==> src/rtl/leaf_out_arbiter.sv <==
// Merges NUM_OUT_PORTS user streams onto one BFT packet port: 2-deep FIFO per port,
// round-robin arbitration, per-port address sequencing. Define LEAF_OUT_CREDIT_EN for credit gating.
module leaf_out_arbiter #(
   parameter int unsigned NUM_OUT_PORTS = 4,
   parameter int unsigned PAYLOAD_BITS  = 32,
   parameter int unsigned NUM_LEAF_BITS = 5,
   parameter int unsigned NUM_PORT_BITS = 4,
   parameter int unsigned NUM_ADDR_BITS = 7,
   parameter int unsigned CREDIT_BITS   = 8,
   parameter int unsigned CREDIT_INIT   = 64,
   localparam int unsigned PACKET_BITS  = 1 + NUM_LEAF_BITS + NUM_PORT_BITS + NUM_ADDR_BITS + PAYLOAD_BITS
) (
   input  logic                                  clk,
   input  logic                                  reset_n,
   input  logic [NUM_OUT_PORTS*PAYLOAD_BITS-1:0] din_leaf_user2interface,
   input  logic [NUM_OUT_PORTS-1:0]              vld_user2interface,
   output logic [NUM_OUT_PORTS-1:0]              ack_interface2user,
   input  logic                                  cfg_we,
   input  logic [NUM_PORT_BITS-1:0]              cfg_port,
   input  logic [NUM_LEAF_BITS-1:0]              cfg_leaf,
   input  logic [NUM_PORT_BITS-1:0]              cfg_dport,
   input  logic                                  credit_vld,
   input  logic [NUM_PORT_BITS-1:0]              credit_port,
   input  logic [CREDIT_BITS-1:0]                credit_amt,
   input  logic                                  resend,
   output logic [PACKET_BITS-1:0]                dout_leaf_interface2bft
);

   localparam int unsigned PTR_BITS = (NUM_OUT_PORTS > 1) ? $clog2(NUM_OUT_PORTS) : 1;

   typedef struct packed {
      logic                     vld;
      logic [NUM_LEAF_BITS-1:0] leaf;
      logic [NUM_PORT_BITS-1:0] port;
      logic [NUM_ADDR_BITS-1:0] addr;
      logic [PAYLOAD_BITS-1:0]  payload;
   } packet_t;

   logic [PAYLOAD_BITS-1:0]  fifo_mem [NUM_OUT_PORTS][2];
   logic [1:0]               cnt      [NUM_OUT_PORTS];
   logic [NUM_OUT_PORTS-1:0] rd_ptr;
   logic [NUM_OUT_PORTS-1:0] push;
   logic [NUM_OUT_PORTS-1:0] pop;
   logic [NUM_OUT_PORTS-1:0] nonempty;
   logic [NUM_OUT_PORTS-1:0] credit_ok;
   logic [NUM_OUT_PORTS-1:0] eligible;

   logic [NUM_LEAF_BITS-1:0] dest_leaf [NUM_OUT_PORTS];
   logic [NUM_PORT_BITS-1:0] dest_port [NUM_OUT_PORTS];
   logic [NUM_ADDR_BITS-1:0] addr      [NUM_OUT_PORTS];

   logic                     grant_vld;
   logic [PTR_BITS-1:0]      grant_idx;
   logic [PTR_BITS-1:0]      last_grant;
   packet_t                  grant_pkt;
   packet_t                  dout_q;

   // FIFO handshake: ready depends on occupancy only
   always_comb begin
      ack_interface2user = '0;
      push               = '0;
      pop                = '0;
      nonempty           = '0;
      for (int unsigned i = 0; i < NUM_OUT_PORTS; i++) begin
         ack_interface2user[i] = cnt[i] < 2'd2;
         push[i]               = vld_user2interface[i] && ack_interface2user[i];
         pop[i]                = grant_vld && (grant_idx == PTR_BITS'(i));
         nonempty[i]           = cnt[i] != 2'd0;
      end
   end

   always_ff @(posedge clk or negedge reset_n) begin
      if (!reset_n) begin
         rd_ptr <= '0;
         for (int unsigned i = 0; i < NUM_OUT_PORTS; i++) cnt[i] <= 2'd0;
      end else begin
         for (int unsigned i = 0; i < NUM_OUT_PORTS; i++) begin
            cnt[i]    <= cnt[i] + 2'(push[i]) - 2'(pop[i]);
            rd_ptr[i] <= rd_ptr[i] ^ pop[i];
         end
      end
   end

   // Storage needs no reset; occupancy alone defines validity
   always_ff @(posedge clk) begin
      for (int unsigned i = 0; i < NUM_OUT_PORTS; i++) begin
         if (push[i]) fifo_mem[i][rd_ptr[i] ^ cnt[i][0]] <= din_leaf_user2interface[i*PAYLOAD_BITS +: PAYLOAD_BITS];
      end
   end

`ifdef LEAF_OUT_CREDIT_EN
   logic [CREDIT_BITS-1:0] credit     [NUM_OUT_PORTS];
   logic [CREDIT_BITS:0]   credit_sum [NUM_OUT_PORTS];

   always_comb begin
      credit_ok = '0;
      for (int unsigned i = 0; i < NUM_OUT_PORTS; i++) credit_ok[i] = credit[i] != '0;
   end

   // Spend-then-return with saturation; a granted port always holds at least one credit
   always_comb begin
      for (int unsigned i = 0; i < NUM_OUT_PORTS; i++) begin
         credit_sum[i] = {1'b0, credit[i]} - (CREDIT_BITS+1)'(pop[i]);
         if (credit_vld && (32'(credit_port) == i)) credit_sum[i] = credit_sum[i] + {1'b0, credit_amt};
      end
   end

   always_ff @(posedge clk or negedge reset_n) begin
      if (!reset_n) begin
         for (int unsigned i = 0; i < NUM_OUT_PORTS; i++) credit[i] <= CREDIT_BITS'(CREDIT_INIT);
      end else begin
         for (int unsigned i = 0; i < NUM_OUT_PORTS; i++)
            credit[i] <= credit_sum[i][CREDIT_BITS] ? '1 : credit_sum[i][CREDIT_BITS-1:0];
      end
   end
`else
   logic unused_credit;
   assign unused_credit = ^{credit_vld, credit_port, credit_amt, CREDIT_BITS'(CREDIT_INIT)};
   assign credit_ok     = '1;
`endif

   assign eligible = nonempty & credit_ok & {NUM_OUT_PORTS{~resend}};

   // Round-robin: first eligible port strictly after the last grant
   always_comb begin
      logic [PTR_BITS-1:0] sel;
      sel       = '0;
      grant_vld = 1'b0;
      grant_idx = '0;
      for (int unsigned k = 1; k <= NUM_OUT_PORTS; k++) begin
         sel = PTR_BITS'((32'(last_grant) + k) % NUM_OUT_PORTS);
         if (!grant_vld && eligible[sel]) begin
            grant_vld = 1'b1;
            grant_idx = sel;
         end
      end
   end

   always_comb begin
      grant_pkt = '0;
      if (grant_vld) begin
         grant_pkt.vld     = 1'b1;
         grant_pkt.leaf    = dest_leaf[grant_idx];
         grant_pkt.port    = dest_port[grant_idx];
         grant_pkt.addr    = addr[grant_idx];
         grant_pkt.payload = fifo_mem[grant_idx][rd_ptr[grant_idx]];
      end
   end

   always_ff @(posedge clk or negedge reset_n) begin
      if (!reset_n) begin
         last_grant <= PTR_BITS'(NUM_OUT_PORTS - 1);
         dout_q     <= '0;
         for (int unsigned i = 0; i < NUM_OUT_PORTS; i++) begin
            addr[i]      <= '0;
            dest_leaf[i] <= '0;
            dest_port[i] <= NUM_PORT_BITS'(i);
         end
      end else begin
         if (grant_vld) begin
            last_grant      <= grant_idx;
            addr[grant_idx] <= addr[grant_idx] + NUM_ADDR_BITS'(1);
         end
         for (int unsigned i = 0; i < NUM_OUT_PORTS; i++) begin
            if (cfg_we && (32'(cfg_port) == i)) begin
               dest_leaf[i] <= cfg_leaf;
               dest_port[i] <= cfg_dport;
            end
         end
         // Hold the pending packet through resend so it reaches the BFT once resend drops
         if (!resend) dout_q <= grant_pkt;
      end
   end

   assign dout_leaf_interface2bft = resend ? '0 : dout_q;

endmodule

==> config.mk <==
export PLATFORM = sky130hd
export DESIGN_NAME = leaf_out_arbiter
export DESIGN_NICKNAME = d
export VERILOG_FILES = /design/src/rtl/leaf_out_arbiter.sv
export SDC_FILE = /design/constraint.sdc
export NUM_CORES = 1
export LEC_CHECK = 0
export ABC_AREA = 1
export BUFFER_PORTS_ARGS = -buffer_cell sky130_fd_sc_hd__buf_4
export CORE_MARGIN = 4
export CORE_UTILIZATION = 38
export DETAILED_ROUTE_END_ITERATION = 10
export PLACE_DENSITY = 0.71
export SYNTH_ARGS = -nofsm -noshare
export SYNTH_HDL_FRONTEND = slang
export SYNTH_SLANG_ARGS = --single-unit
==> constraint.sdc <==
create_clock -name clk -period 2.8 [get_ports clk]
set_clock_uncertainty 0.1 [all_clocks]
set_input_delay 0.28 -clock clk [delete_from_list [all_inputs] [get_ports clk]]
set_output_delay 0.28 -clock clk [all_outputs]
set_load 0.05 [all_outputs]
==> impl_results.md, run 1 <==
- Initial DRC Count: around 1100
- Synth warn: 0
- Final hold violation count: 0
- Routed met2 length: 24.85 mm
- Worst setup EP type: register
- Top-count cell post-synth: nand2_1
- TritonCTS Buffers: 40
- Critical Path Fanout Max: 6
- DRT antenna net count: 0
- P&R area growth vs syn: 40.47%
- Mean Syn Cell Area: approximately 11 µm²
- Full die area: 45130 µm²
- Grt ovf: 0
- Clk sinks: 383
- Largest net degree at the start of global routing: between 80 and 90
- Worst-Skew Late Latency: 560 ps
- DR WL/cell: roughly 20 µm
- Post-synth top cells: nand2_1 (323), edfxtp_1 (256), nor2_1 (123)
- Num rows: 74
- Syn Inst Count: 1419
- Die W: 212.4 µm
- Vias in the first global route: 13106
- Worst slew pin tran: 1042 ps
- Routability cong.: between 0.8 and 0.9
- Seq cells post-synth: 383
- Hold wc startpoint: resend
- WL met3: 3.766 mm
- First-pass iteration count of the detailed router: 7
- Fin util: 54.27%
- Setup violators final: 52
- Vias per cell: 5.286
- Status: finished, violations left
- RSZ-0062 raised after global routing: true
- Initial Util: between 30 and 40%
- H-tree levels: 2
- Overall routed net length: 49.14 mm
- Synth cell types: 35
- Remaining DRCs: 0
- CP max stage delay: 590 ps
- Failing checks: setup timing
- Top-area cell type share of the netlist area: 48.40%
- WS Path Type: register to register
- Tot GR Track Use: 21.07%
- Post-route clock period utilization: 104.2%
- Post-synth EDFFs: 256
- Final slew viol count: 0
- Syn nets: 1590
- Max-Cap Viols: 0
- Top post-synthesis cells by area: edfxtp_1 (48%), dfrtp_1 (19%), nand2_1 (7.6%)
- Post-Synthesis Cell Area: 15880 µm²
- Crit start category: register
- CTS Buffer Depth: 3
- FILL cells: between 3000 and 4000
- Primary FF master, synth: edfxtp_1
- # port buffers: 201
- Nets: 2005
- Launch point of the worst reg-to-reg path: last_grant[0]
- Die Ht: about 210 µm
- Root Driver: clkbuf_16
- Cell breakdown of the critical path: buf_6, xor2_4, nand3_2, nand2_4, nand2_4, o21ai_4, nand2_4, buf_6, nand4_1, nand2_2, nor2_4, ha_4, nand3_4, nor2_4, nand2_1, nand2_2, nand3_1, nand2_1
- Setup WS post-layout: -116.8 ps
- Crit-path most repeated cell: nand2_4
- Crit path max-delay cell type: dfstp_2
- Highest Signal Layer: met4
- # IOs: 215
- Clk pin slew, worst setup/hold paths: 60 ps
- Share of cells above drive strength 1: 27.59%
- Worst hold slack: approximately 220 ps
- Leading area contributor after synthesis: edfxtp_1
- First-pass GRT wire length: 73.37 mm
- WP data arrival: between 3000 and 4000 ps
- Synth async-reset ratio: 33.16%
- WP data required: 3180 ps
- Sequential area share after synthesis: roughly two thirds
- CTS tree: built
- Slew HR: 30.54%
- Crit path from: last_grant[0]
- FMAX: 0.3428 GHz
- Post-layout min period: 2917 ps
- Core ar.: about 40000 µm²
- Met1 Wirelength: around 19 mm
- Via count: 12682
- Detailed Place HPWL: 28.82 mm
- Initial antenna violation count: 4
- Hold WC Path Type: input pin to register
-- flip-flops by register name, summed over array words and instances (netlist names) --
signal	cells
last_grant	2
cnt	8
dout_q	49
dest_leaf	20
rd_ptr	4
fifo_mem	256
dest_port	16
addr	28
-- worst paths after layout --
check | cells after the start | slack [ps] | endpoint
worst max-delay path | 18 | -120 | addr[20]
worst min-delay path | 4 | 220 | dout_q[44]
worst max register to register | 18 | -120 | addr[20]
worst min register to register | 2 | 370 | dout_q[27]
max in group asynchronous | 3 | 1590 | dout_q[12]
min in group asynchronous | 2 | 240 | dest_port[9]
-- per-layer routing --
metal  GRT usage [%]  vias up
li1                -     5766
met1           26.21     6175
met2           36.49      622
met3           3.969      119
met4           8.330        0
met5               0        -
-- layout make-up --
class                      instances  area, µm²  area share, %
timing repair buffer             449       4075          18.27
multi-input combinational        853       4975          22.30
inverter                         107      427.9          1.918
clock inverter                    19      205.2         0.9198
clock buffer                      52       1077          4.829
antenna                            4      10.01        0.04487
tap                              532      665.6          2.984
sequential                       383      10870          48.74
-- cell usage in the layout, fill, tap and decap left out, drive strengths merged --
master	count
a21oi	57
buf	309
bufinv	3
clkbuf	54
clkinv	13
clkinvlp	9
dfrtp	121
dfstp	6
diode	4
dlygate4sd3	138
edfxtp	256
ha	9
inv	101
nand2	332
nand3	89
nand3b	3
nand4	12
nor2	128
nor3	1
o21ai	119
o221ai	55
o22a	18
o22ai	9
xnor2	11
xor2	10
-- timing repair --
item / CTS / global route
endpoints found under the hold margin: 362 / 0
resized for setup: 67 / 89
gates cloned: 2 / 2
endpoints found under the setup margin: 69 / 69
pin swaps: 21 / 32
buffers inserted: 15 / 16
hold buffers: 138 / 0
-- per-stage QoR --
| step | instances | setup TNS (ps) | cell area [µm²] | setup WS (ps) |
|---|---|---|---|---|
| 2_1_floorplan | 1419 | -24.50 | 16030 | -22.79 |
| 3_3_place_gp | 2153 | -4060 | 18630 | -161.8 |
| 3_5_place_dp | 2153 | -10980 | 18630 | -249.8 |
| 4_1_cts | 2378 | -617.5 | 21750 | -54.00 |
| 5_1_grt | 2399 | -12890 | 22310 | -276.8 |
| 6_report | 2399 | -2458 | 22310 | -116.8 |
-- critical path, delay by kind of cell, from the launching register on --
kind	cells	cell delay, ps
adders and majority gates	1	170
buffers and inverters	2	290
and+or+nand+nor	13	1320
DFF	1	590
AOI/OAI and AO/OA	1	170
xor gates and xnor gates	1	190
-- cell families (layout without fill, tap and decap cells) --
kind of cell | Yosys count | in the layout | share of synthesized area, %
flops | 383 | 383 | 68.46
buf+inv | 184 | 627 | 4.814
simple gates | 564 | 565 | 14.82
fa+ha+maj | 9 | 9 | 0.7091
compound gates | 258 | 258 | 9.990
xor+xnor | 21 | 21 | 1.205
other cells | 0 | 4 | 0
Power of run 1 is left out: the tool's default activity adds up to more than one toggle a clock period on the data nets, which glitch-free logic cannot reach.
==> run 2, diff against run 1 <==
==> constraint.sdc (replaced) <==
create_clock -name clk -period 2.8 [get_ports clk]
set_clock_uncertainty 0.1 [all_clocks]
set_input_delay 0.28 -clock clk [delete_from_list [all_inputs] [get_ports clk]]
set_output_delay 0.28 -clock clk [all_outputs]
set_load 0.1 [all_outputs]
==> impl_results.md, run 2 (same netlist as run 1, synthesis figures left out) <==
- Status: finished, violations left
- Failing checks: setup timing
- H-tree levels: 2 (unchanged)
- First-pass iteration count of the detailed router: 5 (-2)
- Worst slew pin tran: 1036 ps (-5.922 ps)
- CTS Buffer Depth: 3 (unchanged)
- Final slew viol count: 0 (unchanged)
- DR WL/cell: 20.23 µm (-1.2%)
- Max-Cap Viols: 0 (unchanged)
- Worst hold slack: 116.9 ps (-104.0 ps)
- Max reg flops: 256 (unchanged)
- Vias in the first global route: 12626 (-3.7%)
- Die W: 212.4 µm (unchanged)
- Via count: 12547 (-1.1%)
- # IOs: 215 (unchanged)
- Full die area: 45130 µm² (unchanged)
- Vias per cell: 5.221 (-1.2%)
- Core ar.: 41110 µm² (unchanged)
- Clk sinks: 383 (unchanged)
- Largest net degree at the start of global routing: 82 (unchanged)
- FMAX: 0.3352 GHz (-2.2%)
- Most frequent cells in the layout: nand2_1 (302), buf_4 (269), edfxtp_1 (256)
- Grt ovf: 0 (unchanged)
- Root Driver: clkbuf_16
- Crit path max-delay cell type: dfstp_4
- Reg area: 10880 µm² (about the same)
- Die Ht: 212.4 µm (unchanged)
- WP data arrival: 3360 ps (+60 ps)
- WS Path Type: register to register
- Post-route clock period utilization: 106.6% (+2.4 points)
- Worst setup EP type: register
- Worst-Skew Late Latency: 580 ps (+20 ps)
- DRT antenna net count: 0 (unchanged)
- Final hold violation count: 0 (unchanged)
- Cell breakdown of the critical path: xor2_4, nand3_2, nand2_4, nand2_4, nor2_4, inv_2, nand3_4, buf_4, nand3_2, nor2_4, inv_1, nand2_4, buf_12, clkbuf_16, nand2_1, nand3_1, nand2_1
- First-pass GRT wire length: 72.47 mm (-1.2%)
- Initial Util: 38.63% (unchanged)
- TritonCTS Buffers: 42 (+5.0%)
- Remaining DRCs: 0 (unchanged)
- Crit start category: register
- Tot GR Track Use: 20.94% (-0.13 points)
- Crit-path most repeated cell: nand2_4
- Critical Path Fanout Max: 6 (unchanged)
- Slew HR: 30.93% (+0.39 points)
- RSZ-0062 raised after global routing: true
- FILL cells: 3399 (+2.4%)
- Detailed Place HPWL: 29.00 mm (+0.63%)
- CTS tree: built
- Nets: 2003 (-0.10%)
- # port buffers: 201 (unchanged)
- Hold WC Path Type: input pin to asynchronous set/reset pin
- Initial DRC Count: 1161 (+7.9%)
- Initial antenna violation count: 4 (unchanged)
- Setup violators final: 56 (+7.7%)
- Commonest non-fill, non-tap cell in the layout: nand2_1
- Clk pin slew, worst setup/hold paths: 60 ps (about the same)
- P&R area growth vs syn: 39.14%
- CP max stage delay: 720 ps (+130 ps)
- Share of cells above drive strength 1: 25.51% (-2.1 points)
- Overall routed net length: 48.62 mm (-1.1%)
- WP data required: 3170 ps (about the same)
- Post-layout min period: 2984 ps (+66.84 ps)
- Multi-input logic area: 4772 µm² (-4.1%)
- Num rows: 74 (unchanged)
- Routability cong.: 0.8555 (+5.7%)
- Setup WS post-layout: -183.6 ps (-66.84 ps)
## run 2: cell count changes in the layout (fill, tap and decap cells not counted), moves of 4 or more
cell      before  now
o221ai_2       9    0
ha_1           4    8
o21ai_0       60   66
buf_6         19   14
clkinv_2       2    7
nand3_2       29   22
o221ai_1      46   55
o21ai_1       54   48
clkbuf_1      10   15
nand2_2       31   18
nand3_1       52   59
nand2_1      288  302
## run 2: final timing paths
kind,startpoint,to,slack (ps),depth (start not counted)
hold reg to reg,addr[20],addr[20],380,2
min in group clk,resend,dout_q[44],210,4
hold / removal,reset_n,dout_q[41],120,2
setup / recovery,last_grant[0],dout_q[17],-180,17
max in group asynchronous,reset_n,addr[0],1710,3
setup reg to reg,last_grant[0],dout_q[17],-180,17
## run 2: layout make-up
| cell class | count | share of cell area [%] |
|---|---|---|
| Clock inverter | 19 | 0.6568 |
| Sequential cell | 383 | 49.22 |
| Timing Repair Buffer | 445 | 18.38 |
| Clock buffer | 59 | 5.136 |
| Inverter | 107 | 1.942 |
| Antenna cell | 5 | 0.05662 |
| Tap cell | 532 | 3.012 |
| Multi-Input combinational cell | 853 | 21.60 |
## run 2: what timing repair did
| action | CTS | global route |
|---|---|---|
| setup endpoints to repair | 61 | 62 |
| buffers inserted | 10 | 5 |
| hold buffers | 138 | 0 |
| gates cloned | 4 | 2 |
| pin swaps | 11 | 16 |
| gates resized for setup | 36 | 60 |
| endpoints found under the hold margin | 335 | 0 |
## run 2: critical path: cells and delay by family (launching register included)
family,cells,cell delay [ps]
xor+xnor,1,210
buf+inv,5,590
simple gates,11,1250
flops,1,720
## run 2: per-layer routing
metal | GRT usage [%] | wire length, µm | vias up | part of all wire (%)
met1 | 26.74 | 19250 | 6174 | 40
met5 | 0 | 0 | - | 0
met4 | 6.753 | 1330 | 0 | 2.7
li1 | - | - | 5759 | -
met2 | 36.45 | 24660 | 524 | 51
met3 | 3.659 | 3376 | 90 | 6.9
## run 2: stage by stage
step	setup WS, ps	util (%)	instances	instance area, µm²	TNS (ps)
floorplan	-242.8	-	1419	16070	-4800
global placement	-115.8	45.54	2161	18720	-3963
detailed placement	-217.5	45.54	2161	18720	-9597
CTS	-48.24	52.87	2391	21740	-1088
global route	-313.0	53.75	2402	22090	-15620
finish	-183.6	53.75	2403	22100	-6715
Power of run 2 is left out for the same reason.
